===== src/rtl/serial_word_comparator.sv =====
// Bit-serial magnitude comparator for WIDTH-bit words framed by start/valid.
// Bit order and signed/unsigned interpretation are fixed at build time.
module serial_word_comparator #(
  parameter int unsigned WIDTH       = 8,
  parameter bit          MSB_FIRST   = 1'b1,
  parameter bit          SIGNED_MODE = 1'b0
) (
  input  logic clk,
  input  logic reset,
  input  logic start,
  input  logic valid,
  input  logic a,
  input  logic b,
  output logic greater,
  output logic equal,
  output logic less,
  output logic done,
  output logic busy
);

  localparam int unsigned CntW = $clog2(WIDTH + 1);

  typedef enum logic [1:0] {
    StEq = 2'b00,
    StGt = 2'b01,
    StLt = 2'b10
  } res_e;

  res_e            state_q, state_d, base;
  logic [CntW-1:0] cnt_q, cnt_d, idx;
  logic            busy_q, busy_d;
  logic            done_q, done_d;
  logic            take, last, msb_pos, a_wins;

  always_comb begin
    state_d = state_q;
    cnt_d   = cnt_q;
    busy_d  = busy_q;
    done_d  = 1'b0;

    // A start always opens a fresh frame, discarding any frame in progress.
    idx     = start ? '0 : cnt_q;
    base    = start ? StEq : state_q;
    last    = (idx == CntW'(WIDTH - 1));
    msb_pos = MSB_FIRST ? (idx == '0) : last;
    // For a differing pair, the sign bit of a two's-complement word inverts the decision.
    a_wins  = (SIGNED_MODE && msb_pos) ? b : a;
    take    = valid & (start | busy_q);

    if (take) begin
      state_d = base;
      if (a ^ b) begin
        // MSB-first: first difference is sticky; LSB-first: later (more significant) wins.
        if (!MSB_FIRST || base == StEq) begin
          state_d = a_wins ? StGt : StLt;
        end
      end
      if (last) begin
        done_d = 1'b1;
        busy_d = 1'b0;
        cnt_d  = '0;
      end else begin
        busy_d = 1'b1;
        cnt_d  = idx + CntW'(1);
      end
    end
  end

  always_ff @(posedge clk or posedge reset) begin
    if (reset) begin
      state_q <= StEq;
      cnt_q   <= '0;
      busy_q  <= 1'b0;
      done_q  <= 1'b0;
    end else begin
      state_q <= state_d;
      cnt_q   <= cnt_d;
      busy_q  <= busy_d;
      done_q  <= done_d;
    end
  end

  assign greater = (state_q == StGt);
  assign equal   = (state_q == StEq);
  assign less    = (state_q == StLt);
  assign done    = done_q;
  assign busy    = busy_q;

endmodule

===== config.mk =====
export PLATFORM = sky130hd
export DESIGN_NAME = serial_word_comparator
export DESIGN_NICKNAME = d
export VERILOG_FILES = /design/src/rtl/serial_word_comparator.sv
export SDC_FILE = /design/constraint.sdc
export NUM_CORES = 1
export LEC_CHECK = 0
export BUFFER_PORTS_ARGS = -buffer_cell sky130_fd_sc_hd__buf_2
export CAP_MARGIN = 20
export CELL_PAD_IN_SITES_DETAIL_PLACEMENT = 1
export CELL_PAD_IN_SITES_GLOBAL_PLACEMENT = 2
export CORE_UTILIZATION = 25
export DETAILED_ROUTE_END_ITERATION = 6
export GPL_ROUTABILITY_DRIVEN = 1
export PLACE_DENSITY_LB_ADDON = 0.1
export REMOVE_ABC_BUFFERS = 1
export SLEW_MARGIN = 10
export SYNTH_ARGS = -nofsm -noshare
export SYNTH_HDL_FRONTEND = slang
export SYNTH_SLANG_ARGS = --single-unit

===== constraint.sdc =====
create_clock -name clk -period 1.35 [get_ports clk]
set_clock_uncertainty 0.15 [all_clocks]
set_input_delay 0.27 -clock clk [delete_from_list [all_inputs] [get_ports clk]]
set_output_delay 0.27 -clock clk [all_outputs]
set_load 0.01 [all_outputs]

==> results.json, run 1 <==
{
  "final_hold_viol_count": 0,
  "drtIter0Drc": 7,
  "p_per_area_mw_per_mm2": 1163,
  "syn2layout_area_growth_pct": 53.11,
  "routed_wl_um": 1307,
  "grt_util_met3_pct": 4.082,
  "antenna_cells": 0,
  "cts_tree": "yes",
  "synth_seq_cells": 8,
  "fp.coreArea_mm2": 0.001577,
  "fmax_mhz": 729.8,
  "cp.arrival_ps": 1370,
  "via_per_inst": 5.033,
  "post-place-cells": 78,
  "tightest_slew_ps": 320.8,
  "hold_ws_ps": 130.2,
  "ys_warn_count": 0,
  "cpMaxStageDelayCell": "dfrtp_1",
  "use_met2_pct": 26.18,
  "synth_top_area_share_pct": 45.20,
  "maxCapViolations": 0,
  "synth_area_um2": 442.9,
  "ir_worst_vdd_v": 0.0005220,
  "grt_max_degree": 11,
  "p_total_w": 0.0007884,
  "fp-row-count": 14,
  "yosys_most_used_dff": "dfrtp_1",
  "io_buffers": 10,
  "cts-htree-levels": 1,
  "clock_latency_ps": 260,
  "p_leak_nw": 0.3369,
  "worst_slack_ps": -20.31,
  "fin_tns_setup_ps": -20.31,
  "synthTopCellsByArea": "dfrtp_1 45%, buf_6 5.1%, a21oi_1 4.5%",
  "grtUsageMet1_pct": 19.33,
  "cpPeakStageDelay_ps": 340,
  "die_w_um": 44.09,
  "synthDistinctLibCells": 21,
  "finalInstanceArea_um2": 678.2,
  "wire_per_inst_um": 14.52,
  "criticalPathCategory": "reg2reg",
  "path_cells": "nor2b_2 > ha_4 > nand4_1 > a21oi_2 > nor3_1",
  "crit_path_end_kind": "flip-flop",
  "place.gp.congestion": 0.6862,
  "numCtsBuffers": 3,
  "violations": "negative setup slack",
  "cts.sink_count": 8,
  "async_reset_ff_share_pct": 100.0,
  "grt_overflow_total": 0,
  "seq_area_frac_synth_pct": 45.20,
  "post-synth-top-count-cell": "dfrtp_1",
  "cts_buffer_depth": 2,
  "die_h_um": 44.09,
  "hpwl_um": 898.5,
  "ant_nets": 0,
  "postSynthCellCount": 48,
  "grt.busiest_layer": "met2",
  "critPathMaxFanout": 3,
  "critPathRequiredTime_ps": 1350,
  "start_util_pct": 28.10,
  "antenna_found_initial": 0,
  "drive_gt1_share_pct": 50.00,
  "synth_edf_count": 0,
  "nNetsFinal": 83,
  "drt_first_pass_iters": 5,
  "finalMaxSlewViolations": 0,
  "ios": 11,
  "cp-start-kind": "flip-flop",
  "ys_top_cells_by_count": "8 x dfrtp_1, 5 x nand2_1, 5 x nor2_1",
  "fin_crit_sh_pct": 101.5,
  "grtUsageTotal_pct": 16.20,
  "drcViolationCount": 0,
  "grt_pass1_wl_um": 2166,
  "grt_pass1_vias": 477,
  "rsz0062_at_grt": "true",
  "setup_viol": 1,
  "dieArea_mm2": 0.001944,
  "period_minus_slack_ps": 1370,
  "postPlaceCellArea_um2": 535.5,
  "status": "complete, but fails checks",
  "clkTransAtPathRegs_ps": 60,
  "min_path_type": "in2reg",
  "final_cells": 90,
  "max_slew_margin_pct": 78.59,
  "root_buffer": "clkbuf_4",
  "vias": 453,
  "yosys.area.top_type": "dfrtp_1",
  "syn_avg_cell_area_um2": 9.228
}
final cells by class:
cell class,count,area [µm²]
fill,190,898.4
multi-input combinational,33,229.0
sequential,8,201.4
timing repair buffer,26,190.2
clock buffer,3,22.52
tap,16,20.02
inverter,4,15.01
state kept, by name (all words and copies together) (netlist names):
name / cells
done: 1
state_q: 2
cnt_q: 4
busy: 1
layout by cell type, fill, tap and decap left out, drive strengths merged:
| cell | count |
|---|---|
| a21oi | 4 |
| a31oi | 1 |
| buf | 25 |
| clkbuf | 3 |
| dfrtp | 8 |
| dlygate4sd3 | 1 |
| ha | 1 |
| inv | 4 |
| mux2 | 1 |
| mux2i | 1 |
| nand2 | 5 |
| nand3b | 2 |
| nand4 | 2 |
| nand4b | 1 |
| nor2 | 5 |
| nor2b | 2 |
| nor3 | 2 |
| nor3b | 1 |
| o21a | 1 |
| o21ai | 2 |
| o22ai | 1 |
| or2 | 1 |
worst max-delay path: cells and delay by family (launching register included):
kind,cells,cell delay [ps]
adders and majority gates,1,180
AOI/OAI and AO/OA,1,180
and+or+nand+nor,3,410
DFF,1,340
final timing paths:
check	slack (ps)	to	cells past startpoint	from
setup reg to reg	-20	cnt_q[2]$_DFFE_PP0P_	5	cnt_q[1]$_DFFE_PP0P_
hold / removal	130	state_q[0]$_DFFE_PP0P_	3	a
max in group asynchronous	430	busy$_DFFE_PP0P_	3	reset
hold reg to reg	370	done$_DFF_PP0_	1	cnt_q[3]$_DFFE_PP0P_
setup / recovery	-20	cnt_q[2]$_DFFE_PP0P_	5	cnt_q[1]$_DFFE_PP0P_
min in group asynchronous	350	state_q[0]$_DFFE_PP0P_	3	reset
per-layer routing:
layer | part of all wire, % | vias to the layer above
li1 | - | 217
met1 | 41 | 221
met2 | 54 | 11
met3 | 3.1 | 4
met4 | 1.8 | 0
met5 | 0 | -
cell families after synthesis:
logic type | after synthesis | share of synthesized area (%)
flip-flops | 8 | 45.20
AO/OA/AOI/OAI | 9 | 11.30
adder cells (fa/ha/maj) | 1 | 2.824
AND/OR/NAND/NOR | 21 | 24.86
multiplexers | 2 | 5.649
buffers and inverters | 7 | 10.17
timing repair:
action                                  4_1_cts  5_1_grt
pin swaps                                     4        4
setup buffers                                 4        4
gates cloned                                  0        0
hold endpoints to repair                      8        0
hold buffers                                  1        0
endpoints found under the setup margin        6        9
gates resized for setup                       7        7
through the flow:
step                      worst slack (ps)  util, %
after CTS                           -55.58    39.29
after global placement              -10.33    33.97
final                               -20.31    43.02
after detailed placement            -97.81    33.97
after global routing                -62.88    43.02
after floorplan                      23.05        -
report_power, final:
part	internal [W]	total [W]	switching, W
Combinational	0.000165	0.000274	0.000109
Sequential	0.000281	0.000321	0.0000400
Clock	0.000102	0.000194	0.0000915
No activity file was read; power rests on OpenSTA's default activity.
==> inputs of run 2 (changes only) <==
ABC_AREA = 1   (was not set)
CORE_UTILIZATION = 23   (was 25)
REMOVE_ABC_BUFFERS = not set   (was 1)
==> results.json, run 2 <==
{
  "status": "complete, no violations",
  "async_reset_ff_share_pct": 100.0,
  "hold_ws_ps": 165.1,
  "fin_tns_setup_ps": 0,
  "fp-row-count": 14,
  "final_util_pct": 35.64,
  "grt_overflow_total": 0,
  "ir_worst_vdd_v": 0.0003425,
  "drive_gt1_share_pct": 37.50,
  "nNetsFinal": 81,
  "regArea_um2": 200.2,
  "largest_reg_flops": 4,
  "dieArea_mm2": 0.001980,
  "worst_slack_ps": 25.82,
  "clkTransAtPathRegs_ps": 60,
  "cts_tree": "yes",
  "die_w_um": 44.50,
  "yosys_most_used_dff": "dfrtp_1",
  "wire_per_inst_um": 10.26,
  "synth_seq_cells": 8,
  "cts-htree-levels": 1,
  "mostFrequentLayoutCells": "10 x nor2_1, 10 x buf_2, 9 x inv_1",
  "setup_viol": 0,
  "grt_pass1_wl_um": 1621,
  "fin_crit_sh_pct": 98.09,
  "yosys.area.top_type": "dfrtp_1",
  "cpPeakStageDelay_ps": 400,
  "cts_buffer_depth": 2,
  "maxCapViolations": 0,
  "antenna_cells": 0,
  "io_buffers": 10,
  "final_cells": 96,
  "cpMaxStageDelayCell": "dfrtp_1",
  "drt_first_pass_iters": 2,
  "synthTopCellsByArea": "dfrtp_1 48%, inv_1 9.9%, nor2_1 9.9%",
  "post-place-cells": 90,
  "period_minus_slack_ps": 1324,
  "clock_latency_ps": 250,
  "ys_top_cells_by_count": "11 x inv_1, 11 x nor2_1, 10 x nand2_1",
  "p_leak_nw": 0.2962,
  "synth_fp_nets": 61,
  "p_per_area_mw_per_mm2": 1077,
  "root_buffer": "clkbuf_4",
  "postSynthCellCount": 54,
  "start_util_pct": 26.06,
  "syn_avg_cell_area_um2": 7.693,
  "place.gp.congestion": 0.7372,
  "criticalPathCategory": "reg2out",
  "ys_warn_count": 0,
  "nFillCells": 203,
  "regMostFlops": "cnt_q",
  "finalMaxSlewViolations": 0,
  "critPathMaxFanout": 4,
  "ios": 11,
  "crit_path_end_kind": "output port",
  "hpwl_um": 764.3,
  "drcViolationCount": 0,
  "grt_pass1_vias": 370,
  "cp.arrival_ps": 900,
  "reg.largest.list": "cnt_q x4, state_q x2",
  "ant_nets": 0,
  "critPathRequiredTime_ps": 930,
  "fp.coreArea_mm2": 0.001594,
  "vias": 389,
  "synth_area_um2": 415.4,
  "numCtsBuffers": 3,
  "via_per_inst": 4.052,
  "synth_top_area_share_pct": 48.19,
  "min_path_type": "in2reg",
  "fmax_mhz": 755.2,
  "synth_edf_count": 0,
  "syn2layout_area_growth_pct": 36.75,
  "tightest_slew_ps": 339.8,
  "routed_wl_um": 985,
  "synthDistinctLibCells": 13,
  "grt_max_degree": 9,
  "rsz0062_at_grt": "true",
  "seq_area_frac_synth_pct": 48.19,
  "max_slew_margin_pct": 77.32,
  "cts.sink_count": 8,
  "cp-start-kind": "flip-flop",
  "die_h_um": 44.50,
  "antenna_found_initial": 0,
  "drtIter0Drc": 1,
  "path_cells": "inv_2 > nor2_1 > buf_2",
  "dp_slack_ps": -4.261,
  "final_hold_viol_count": 0,
  "multi_input_area_um2": 183.9,
  "grtUsageTotal_pct": 11.31
}
run 2: changes by cell type in the layout (fill, tap and decap cells not counted), sizes merged, moves of 2 or more:
| cell | change |
|---|---|
| nor2b | -2 |
| inv | +7 |
| nand4 | -2 |
| nand3b | -2 |
| a21oi | -4 |
| nor2 | +7 |
| o21ai | +2 |
| nand2 | +5 |
| nand3 | +3 |
| o22ai | +2 |
| buf | -11 |
run 2: final cells by class:
cell class,count,area share [%]
well taps,24,5.286
inverters,11,7.269
repair buffers,15,15.86
clock buffers,3,3.965
multi-input cells,35,32.38
flip-flops and latches,8,35.24
run 2: cells by family (layout without fill, tap and decap cells):
| kind of cell | after synthesis | count (layout) | synth area share, % |
|---|---|---|---|
| buffers and inverters | 11 | 29 | 9.940 |
| AO/OA/AOI/OAI | 8 | 8 | 12.35 |
| flip-flops | 8 | 8 | 48.19 |
| adder cells (fa/ha/maj) | 1 | 1 | 3.012 |
| AND/OR/NAND/NOR | 26 | 26 | 26.51 |
run 2: critical path: cells and delay by family (launching register included):
kind | cells | cell delay, ps
buffers and inverters | 2 | 180
flip-flops | 1 | 400
AND/OR/NAND/NOR | 1 | 70
run 2: path summary, 6_finish.rpt:
check	slack (ps)	to	from	depth (start not counted)
worst min-delay path	170	state_q[0]$_DFFE_PP0P_	a	3
worst max-delay path	30	less	state_q[1]$_DFFE_PP0P_	3
worst min register to register	300	done$_DFF_PP0_	cnt_q[3]$_DFFE_PP0P_	1
max in group asynchronous	430	cnt_q[1]$_DFFE_PP0P_	reset	3
min in group asynchronous	370	done$_DFF_PP0_	reset	3
worst max register to register	90	busy$_DFFE_PP0P_	cnt_q[0]$_DFFE_PP0P_	6
run 2: power breakdown:
| group | total, W | leakage [nW] | switching (W) | internal, W |
|---|---|---|---|---|
| Clock | 0.000185 | 0.0138 | 0.0000832 | 0.000102 |
| Sequential | 0.000283 | 0.0977 | 0.0000182 | 0.000265 |
| Combinational | 0.000143 | 0.185 | 0.0000790 | 0.0000643 |
run 2: per-layer routing:
layer / vias to the layer above / track usage, % / wire (µm)
met3: 0 / 2.857 / 54
met5: - / 0 / 0
met4: 0 / 5.455 / 0
met1: 175 / 15.00 / 502
met2: 11 / 17.06 / 428
li1: 203 / - / -
run 2: through the flow:
| stage | power, W | instance area, µm² |
|---|---|---|
| floorplan | 0.0003625 | 415.4 |
| global placement | 0.0004133 | 510.5 |
| detailed placement | 0.0004142 | 510.5 |
| CTS | 0.0006085 | 543.0 |
| global route | 0.0006605 | 568.0 |
| finish | 0.0006115 | 568.0 |
run 2: timing repair:
item                                   in CTS  in global routing
setup buffers                               0                  2
hold buffers                                1                  0
gates cloned                                0                  0
setup endpoints to repair                   1                  6
pin swaps                                   0                  3
resized for setup                           2                  4
endpoints found under the hold margin       8                  0
